$ cat src/rtl/fetch_stage.sv
// Instruction fetch stage: program counter, IF/ID register and a one-entry skid buffer.
// Optional macro FETCH_INST_COUNT_EN adds num_inst, a count of instructions handed to ID.
module fetch_stage (
    input  logic        clk,
    input  logic        reset,
    output logic        i_mem_req,
    output logic [15:0] i_mem_addr,
    input  logic        i_mem_ack,
    input  logic [15:0] i_mem_data,
    input  logic        stall,
    input  logic        redirect,
    input  logic [15:0] redirect_pc,
    input  logic        halt,
    output logic        if_id_valid,
    output logic [15:0] if_id_inst,
    output logic [15:0] if_id_pc,
    output logic [15:0] if_id_pc_plus1
`ifdef FETCH_INST_COUNT_EN
    ,
    output logic [15:0] num_inst
`endif
);

    localparam int unsigned W = 16;

    typedef enum logic [1:0] {
        S_FETCH  = 2'd0,
        S_HOLD   = 2'd1,
        S_HALTED = 2'd2
    } state_t;

    state_t       state_q, state_d;
    logic [W-1:0] pc_q, pc_d;
    logic [W-1:0] skid_q, skid_d;
    logic [W-1:0] inst_q, inst_d;
    logic [W-1:0] ipc_q, ipc_d;
    logic [W-1:0] ipc1_q, ipc1_d;
    logic         req_q, req_d;
    logic         valid_q, valid_d;
    logic [W-1:0] pc_inc;
    logic [W-1:0] pc_dec;

    assign pc_inc = pc_q + W'(1);
    // In HOLD the PC has already advanced past the buffered word
    assign pc_dec = pc_q - W'(1);

    // Next-state and next-output logic; redirect outranks halt, both ignored once halted
    always_comb begin
        state_d = state_q;
        pc_d    = pc_q;
        skid_d  = skid_q;
        inst_d  = inst_q;
        ipc_d   = ipc_q;
        ipc1_d  = ipc1_q;
        req_d   = req_q;
        valid_d = valid_q;

        if (state_q != S_HALTED && redirect) begin
            pc_d    = redirect_pc;
            valid_d = 1'b0;
            skid_d  = '0;
            req_d   = 1'b1;
            state_d = S_FETCH;
        end else if (state_q != S_HALTED && halt) begin
            valid_d = 1'b0;
            req_d   = 1'b0;
            state_d = S_HALTED;
        end else begin
            case (state_q)
                S_FETCH: begin
                    if (i_mem_ack) begin
                        pc_d = pc_inc;
                        if (stall) begin
                            skid_d  = i_mem_data;
                            req_d   = 1'b0;
                            state_d = S_HOLD;
                        end else begin
                            valid_d = 1'b1;
                            inst_d  = i_mem_data;
                            ipc_d   = pc_q;
                            ipc1_d  = pc_inc;
                        end
                    end else if (!stall) begin
                        valid_d = 1'b0;
                    end
                end
                S_HOLD: begin
                    if (!stall) begin
                        valid_d = 1'b1;
                        inst_d  = skid_q;
                        ipc_d   = pc_dec;
                        ipc1_d  = pc_q;
                        req_d   = 1'b1;
                        state_d = S_FETCH;
                    end
                end
                S_HALTED: begin
                end
                default: begin
                    valid_d = 1'b0;
                    req_d   = 1'b1;
                    state_d = S_FETCH;
                end
            endcase
        end
    end

    // State and output registers
    always_ff @(posedge clk) begin
        if (reset) begin
            state_q <= S_FETCH;
            pc_q    <= '0;
            skid_q  <= '0;
            inst_q  <= '0;
            ipc_q   <= '0;
            ipc1_q  <= '0;
            req_q   <= 1'b1;
            valid_q <= 1'b0;
        end else begin
            state_q <= state_d;
            pc_q    <= pc_d;
            skid_q  <= skid_d;
            inst_q  <= inst_d;
            ipc_q   <= ipc_d;
            ipc1_q  <= ipc1_d;
            req_q   <= req_d;
            valid_q <= valid_d;
        end
    end

    assign i_mem_req      = req_q;
    assign i_mem_addr     = pc_q;
    assign if_id_valid    = valid_q;
    assign if_id_inst     = inst_q;
    assign if_id_pc       = ipc_q;
    assign if_id_pc_plus1 = ipc1_q;

`ifdef FETCH_INST_COUNT_EN
    logic [W-1:0] cnt_q, cnt_d;

    // An instruction is consumed by ID when it is valid, not stalled and not squashed
    always_comb begin
        cnt_d = cnt_q;
        if (valid_q && !stall && !redirect) begin
            cnt_d = cnt_q + W'(1);
        end
    end

    always_ff @(posedge clk) begin
        if (reset) begin
            cnt_q <= '0;
        end else begin
            cnt_q <= cnt_d;
        end
    end

    assign num_inst = cnt_q;
`endif

endmodule

$ cat config.mk
export PLATFORM = sky130hd
export DESIGN_NAME = fetch_stage
export DESIGN_NICKNAME = d
export VERILOG_FILES = /design/src/rtl/fetch_stage.sv
export SDC_FILE = /design/constraint.sdc
export NUM_CORES = 1
export LEC_CHECK = 0
export CAP_MARGIN = 20
export CORE_MARGIN = 1
export CORE_UTILIZATION = 25
export CTS_CLUSTER_SIZE = 20
export DETAILED_ROUTE_END_ITERATION = 12
export SYNTH_ARGS = -nofsm -noshare
export SYNTH_HDL_FRONTEND = slang
export SYNTH_SLANG_ARGS = --single-unit
export TNS_END_PERCENT = 1
$ cat constraint.sdc
create_clock -name clk -period 5.2 [get_ports clk]
set_input_delay 1.56 -clock clk [delete_from_list [all_inputs] [get_ports clk]]
set_output_delay 1.56 -clock clk [all_outputs]
set_load 0.005 [all_outputs]
==> flow_summary.ini, run 1 <==
[status]
status = completed

[die]
ioPinCount = 104
die_w_um = 128.1
coreArea_mm2 = 0.01537
die_area_mm2 = 0.01640
start_util = 0.2584
rows = 45
die_h_um = 128.1

[global_routing]
antenna_found_initial = 0
use_met3 = 0.03422
grt_pass1_wl_mm = 18.77
grt_pass1_vias = 3519
grt_use_total = 0.1474
gr-total-overflow = 0
top_usage_layer = met2
grt_use_met2 = 0.2251
grt_max_degree = 92
gr-usage-met1 = 0.1981

[timing]
rsz0062_at_grt = false
fmax_ghz = 0.2780
timing.setup.tns_ns = 0
finalCriticalPeriod_ns = 3.597
skew_ns = 0.006374
setup_viol = 0
fin_crit_sh = 0.6917
hold_viol = 0
worst_slack_ns = 1.603
drv_slew = 0
tightest_slew_ns = 1.023
slew_headroom = 0.3179

[run]
max-cap-violations = 0

[pwr]
power.density_mw_per_mm2 = 294.7
p_leak_nw = 1.750
power_mw = 1.606
peakVddDrop_v = 0.0001468

[yosys]
synth.top_cell.area_share = 0.4233
ys_seq_area_frac = 0.4233
synth_edf_count = 0
syn_inst = 485
synth_top_area_cell = dfxtp_1
async_reset_ff_frac = 0
synth_warnings = 0
synthesis.area_mm2 = 0.003973
synth_flop_cell = dfxtp_1
synth-seq-cells = 84
yosys-top-cells-area = dfxtp_1 42%, nor2_1 8.7%, nand2_1 5.1%, a211oi_1 4.9%, a311oi_1 4.4%
synth.distinct_cells = 50
syn_nets = 525
syn_area_per_cell_um2 = 8.191

[cells_and_area]
drive_above_1_share = 0.05151
final_common_cell = clkdlybuf4s50_1
layout_common_cells = 102 x clkdlybuf4s50_1, 92 x nor2_1, 84 x dfxtp_1
area_delta_synth_final_pct = 37.13
antenna_cells = 0
final_util = 0.3544
final_nets = 599

[drt]
dr.pass1.iters = 4
viasPerCell = 4.813
ant_nets = 0
via_count = 3725
drc = 0
routedWlPerCell_um = 15.13
routed_wl_mm = 11.71
drtIter0Drc = 327

[placement]
place_congestion = 0.7929
pre_cts_ws_ns = 1.279
place.port_buffers = 103
dp_hpwl_mm = 8.333

[critical_path]
critPathCaptureType = flip-flop
critical_path_arrival_ns = 3.84
path_class = in2reg
cp_max_fo = 91
cp-start-kind = input pin
cp_data_required_time_ns = 5.44

[hold_path]
hp-class = reg2reg

[clocking]
cts_setup_buffers = 0
cts_tree = built
clockRootBuffer = clkbuf_16
worst_skew_pair.late_latency_ns = 0.34
cts.reportedPaths.clkPinSlew_ns = 0.06
cts-buffers-inserted = 9
hold_buffers = 0
h-tree-depth = 3
clockBufferDepth = 2
cts-resized-gates = 0
clock-sinks = 84
[cells by family (layout without fill, tap and decap cells)]
group,count (synthesis),count (layout),synth area share
adders and majority gates,2,2,0.006298
AOI/OAI and AO/OA,102,102,0.1852
DFF,84,84,0.4233
muxes,16,16,0.04031
buffers and inverters,52,130,0.05386
and+or+nand+nor,201,201,0.2293
xor gates and xnor gates,28,28,0.06173
[critical path: stages]
cell and delay [ns]:
clkdlybuf4s50_1 0.48, nor2_1 0.29, o21ai_0 0.25, nor3_4 0.15, buf_4 0.68, nor2_1 0.10, a311oi_1 0.29
[stage by stage]
stage / std cells / cell area [um2] / hold slack, ns
6_report: 774 / 5448 / 0.4718
2_1_floorplan: 485 / 3973 / 0.4483
4_1_cts: 773 / 5433 / 0.4745
3_3_place_gp: 758 / 5110 / 0.4510
5_1_grt: 774 / 5448 / 0.5023
3_5_place_dp: 758 / 5110 / 0.4660
[state kept, by name, summed over array words and instances, names as in the netlist]
name / count
if_id_pc_plus1: 16
skid_q: 16
if_id_pc: 16
if_id_inst: 16
i_mem_req: 1
state_q: 2
if_id_valid: 1
i_mem_addr: 16
[area by class of cell]
type | count | area (um2)
Tap cell | 211 | 264.0
Timing Repair Buffer | 107 | 1064
Sequential cell | 84 | 1682
Fill cell | 1574 | 9923
Clock inverter | 5 | 83.83
Clock buffer | 10 | 239.0
Inverter | 8 | 30.03
Multi-Input combinational cell | 349 | 2086
[report_power, final]
group | internal, mW | leakage, nW | switching, mW
Clock | 0.433 | 0.151 | 0.261
Combinational | 0.109 | 0.916 | 0.0963
Sequential | 0.669 | 0.683 | 0.0380
Total | 1.21 | 1.75 | 0.395
[metal layers]
layer / routed length (um) / part of all wire / vias to the layer above
met5: 0 / 0 / -
met4: 119 / 0.010 / 0
met3: 715 / 0.061 / 8
met2: 5375 / 0.46 / 101
met1: 5497 / 0.47 / 1753
li1: - / - / 1863
[synth_stat cells (3+ instances only)]
cell type   n
a311oi_1   20
inv_1       8
o211ai_1    3
nand2b_1    3
o21ai_0    10
xor2_1     10
buf_2       9
nor2_1     92
xnor2_1    18
nor3_1     15
clkbuf_1   31
a22oi_1     4
buf_1       3
a211oi_1   26
nand2_1    54
nand3_1     7
nand4_1     5
mux2i_1    16
or4_1       3
nor4_1      5
dfxtp_1    84
a21oi_1    20
[final timing paths]
kind	slack, ns	start	depth (start not counted)	to
setup / recovery	1.60	halt	7	if_id_inst[15]
hold / removal	0.47	skid_q[9]	2	if_id_inst[9]
setup reg to reg	2.75	i_mem_addr[0]	6	if_id_pc_plus1[14]
hold reg to reg	0.47	skid_q[9]	2	if_id_inst[9]
(Power assumes the default switching activity.)
==> run 2, diff against run 1 <==
- clock period: 5.2 -> 3.6 ns (I/O delays scaled with it)
==> flow_summary.ini, run 2 (synthesis results as in run 1) <==
[status]
status = completed

[die]
die_w_um = 128.1
coreArea_mm2 = 0.01537
start_util = 0.2584
die_h_um = 128.1
die_area_mm2 = 0.01640
ioPinCount = 104
rows = 45

[cells_and_area]
final_nets = 602
area_delta_synth_final_pct = 37.51
drive_above_1_share = 0.05644
fillCellCount = 1564
final_common_cell = clkdlybuf4s50_1
layout_common_cells = 102 x clkdlybuf4s50_1, 92 x nor2_1, 84 x dfxtp_1
finalInstanceArea_mm2 = 0.005463
ff_latch_area_mm2 = 0.001682
multi_input_area_mm2 = 0.002086
antenna_cells = 0

[timing]
slew_headroom = 0.5225
fin_hold_ws_ns = 0.4585
finalCriticalPeriod_ns = 2.784
worst_slack_ns = 0.8162
drv_slew = 0
tightest_slew_ns = 0.7115
fin_crit_sh = 0.7733
skew_ns = 0.006359
timing.setup.tns_ns = 0
rsz0062_at_grt = false
hold_viol = 0
fmax_ghz = 0.3592
setup_viol = 0

[critical_path]
crit_start = halt
r2r_end = if_id_pc_plus1[14]
slowest_delay_ns = 0.48
cp_data_required_time_ns = 3.84
cp-start-kind = input pin
reg2reg_depth = 6
path_common_cell = nor2_1
crit_chain = clkdlybuf4s50_1 > nor2_1 > o21ai_0 > nor3_4 > buf_12 > nor2_1 > a311oi_1
rrSetupSlack_ns = 1.15
path_class = in2reg
critPathCaptureType = flip-flop
critical_path_arrival_ns = 3.02
reg2reg_from = i_mem_addr[0]
cp_max_fo = 91
cpMaxStageDelayCell = clkdlybuf4s50_1
crit_path_end = if_id_inst[15]

[clocking]
clock-sinks = 84
hold_buffers = 0
cts_tree = built
clockBufferDepth = 2
worst_skew_pair.late_latency_ns = 0.33
cts.reportedPaths.clkPinSlew_ns = 0.06
h-tree-depth = 3
cts_setup_buffers = 0
cts-resized-gates = 0
cts-buffers-inserted = 9
clockRootBuffer = clkbuf_16

[placement]
dp_hpwl_mm = 8.590
place.port_buffers = 103
place_congestion = 0.7992
placed_cell_area_mm2 = 0.005160
pre_cts_ws_ns = 0.4759

[pwr]
peakVddDrop_v = 0.0002428
p_leak_nw = 1.763
power.density_mw_per_mm2 = 413.6

[global_routing]
grt_pass1_vias = 3569
gr-total-overflow = 0
grt_pass1_wl_mm = 18.96
antenna_found_initial = 0
grt_use_total = 0.1480
grt_max_degree = 92

[drt]
dr.pass1.iters = 4
viasPerCell = 4.810
ant_nets = 0
routed_wl_mm = 11.97
via_count = 3742
routedWlPerCell_um = 15.39
drtIter0Drc = 269
drc = 0

[run]
max-cap-violations = 0

[hold_path]
hp-class = reg2reg
-- run 2: worst min path at each step --
stage                      from          end  slack (ns)  cells past startpoint
floorplan           if_id_pc[1]  if_id_pc[1]        0.45                      2
global placement    if_id_pc[1]  if_id_pc[1]        0.45                      2
finish              if_id_pc[1]  if_id_pc[1]        0.46                      2
CTS                 if_id_pc[1]  if_id_pc[1]        0.46                      2
global route        if_id_pc[1]  if_id_pc[1]        0.48                      2
detailed placement  if_id_pc[1]  if_id_pc[1]        0.45                      2
-- run 2: critical path: cells and delay by family --
family | cells | cell delay [ns]
AND/OR/NAND/NOR | 3 | 0.58
buffers and inverters | 2 | 0.82
AO/OA/AOI/OAI | 2 | 0.51
-- run 2: final cells by class --
cell class / instances / share of cell area
clock inverter: 5 / 0.01099
inverter: 8 / 0.005497
timing repair buffer: 110 / 0.2011
clock buffer: 11 / 0.04443
multi-input combinational: 349 / 0.3818
sequential: 84 / 0.3078
tap: 211 / 0.04833
-- run 2: metrics by stage --
step                      utilization  total power, mW  instances
final                          0.3554            2.259        778
after global routing           0.3554            2.360        778
after CTS                      0.3554            2.289        778
after detailed placement       0.3357            1.343        762
after global placement         0.3347            1.334        761
after floorplan                     -            1.186        485
-- run 2: report_power, final --
part           leakage (nW)  internal, mW  switching (mW)
clock                 0.146         0.559           0.379
combinational         0.933         0.159           0.141
sequential            0.683         0.966          0.0554
total                  1.76          1.68           0.575
-- run 2: routing by layer --
metal  GRT usage  share of wire  up-vias
met1      0.1983           0.47     1759
met2      0.2324           0.46      105
li1            -              -     1866
met3     0.03255          0.055       12
met4     0.05398          0.012        0
met5           0              0        -
==> run 3, diff against run 2 <==
- clock period: 3.6 -> 2.85 ns (I/O delays scaled with it)
==> flow_summary.ini, run 3 (synthesis results as in run 1) <==
[clocking]
cts_setup_buffers = 0
clockBufferDepth = 2
h-tree-depth = 3
cts.reportedPaths.clkPinSlew_ns = 0.06
cts_tree = built
worst_skew_pair.late_latency_ns = 0.34
clock-sinks = 84
cts-buffers-inserted = 9
hold_buffers = 0
clockRootBuffer = clkbuf_16
cts-resized-gates = 0

[critical_path]
critPathCaptureType = flip-flop
reg2reg_depth = 6
r2r_end = if_id_pc_plus1[14]
critical_path_arrival_ns = 2.71
reg2reg_from = i_mem_addr[1]
slowest_delay_ns = 0.57
cp-start-kind = flip-flop
cp_data_required_time_ns = 3.10
crit_chain = ha_1 > nand3_1 > nor3_1 > nand4_1 > xor2_1 > a211oi_1
cp_max_fo = 9
rrSetupSlack_ns = 0.39
path_class = reg2reg
cpMaxStageDelayCell = nor3_1

[drt]
drc = 0
routedWlPerCell_um = 14.92
ant_nets = 0
via_count = 3789
drtIter0Drc = 282
routed_wl_mm = 11.67
dr.pass1.iters = 6
viasPerCell = 4.845

[cells_and_area]
antenna_cells = 0
layout_common_cells = 102 x clkdlybuf4s50_1, 92 x nor2_1, 84 x dfxtp_1
final_util = 0.3555
ff_latch_area_mm2 = 0.001682
drive_above_1_share = 0.06305
area_delta_synth_final_pct = 37.54
final_common_cell = clkdlybuf4s50_1
multi_input_area_mm2 = 0.002086
final_nets = 609
fillCellCount = 1556

[timing]
slew_headroom = 0.5940
fmax_ghz = 0.4061
fin_hold_ws_ns = 0.4575
timing.setup.tns_ns = 0
rsz0062_at_grt = false
skew_ns = 0.005965
setup_viol = 0
tightest_slew_ns = 0.6089
drv_slew = 0
finalCriticalPeriod_ns = 2.462
fin_crit_sh = 0.8640
hold_viol = 0

[die]
die_area_mm2 = 0.01640
ioPinCount = 104
die_h_um = 128.1
start_util = 0.2584
coreArea_mm2 = 0.01537
rows = 45
die_w_um = 128.1

[hold_path]
hp-class = reg2reg
hold_depth = 2
holdPathEnd = if_id_pc[1]
hold_start = if_id_pc[1]

[global_routing]
grt_use_total = 0.1441
grt_max_degree = 66
grt_pass1_wl_mm = 18.44
antenna_found_initial = 0
grt_pass1_vias = 3492
gr-total-overflow = 0

[run]
max-cap-violations = 0

[pwr]
p_leak_nw = 1.771
p_sw_uw = 696.0
combinationalPowerShare = 0.145
seq_power_share = 0.477
swShare = 0.2580
intPower_mw = 2.002
peakVddDrop_v = 0.0002158
power.density_mw_per_mm2 = 493.7
clkPwrFrac = 0.378

[placement]
place_congestion = 0.8101
place.port_buffers = 103
dp_hpwl_mm = 8.515

[status]
status = completed
==> run 3: layout make-up <==
| cell class | count | share of cell area |
|---|---|---|
| Clock inverter | 3 | 0.003206 |
| Clock buffer | 10 | 0.04191 |
| Sequential cell | 84 | 0.3078 |
| Timing Repair Buffer | 117 | 0.2116 |
| Multi-Input combinational cell | 349 | 0.3817 |
| Inverter | 8 | 0.005496 |
| Tap cell | 211 | 0.04832 |
==> run 3: worst max path at each step <==
stage | start | to | slack [ns] | cells past startpoint
after floorplan | halt | skid_q[10] | 0.62 | 6
after global placement | halt | i_mem_addr[4] | 0.25 | 7
after detailed placement | halt | if_id_inst[13] | 0.17 | 7
after CTS | i_mem_addr[12] | i_mem_addr[12] | 0.40 | 1
after global routing | i_mem_addr[1] | if_id_pc_plus1[14] | 0.24 | 6
final | i_mem_addr[1] | if_id_pc_plus1[14] | 0.39 | 6
==> run 3: metrics by stage <==
step | cells | power [mW] | setup WS, ns | instance area [um2]
global route | 782 | 2.833 | 0.2409 | 5464
global placement | 769 | 1.696 | 0.2531 | 5218
detailed placement | 769 | 1.704 | 0.1679 | 5218
CTS | 782 | 2.722 | 0.3981 | 5464
floorplan | 485 | 1.498 | 0.6203 | 3973
finish | 782 | 2.698 | 0.3875 | 5464
==> run 3: power by group through the flow <==
stage | clock network, mW | registers, mW | logic [mW]
2_1_floorplan | 0 | 1.28 | 0.221
3_3_place_gp | 0 | 1.31 | 0.386
3_5_place_dp | 0 | 1.31 | 0.392
4_1_cts | 1.04 | 1.29 | 0.394
5_1_grt | 1.11 | 1.29 | 0.429
6_report | 1.02 | 1.29 | 0.391
==> run 3: routing by layer <==
metal  GRT usage  vias up  part of all wire
li1            -     1877                 -
met1      0.1978     1753              0.47
met2      0.2238      144              0.45
met3     0.03214       15             0.065
met4     0.04498        0             0.016
met5           0        -                 0
==> run 3: critical path: cells and delay by family, from the launching register on <==
family | cells | cell delay, ns
AOI/OAI and AO/OA | 1 | 0.23
DFF | 1 | 0.51
xor gates and xnor gates | 1 | 0.20
adders and majority gates | 1 | 0.31
and+or+nand+nor | 3 | 1.13
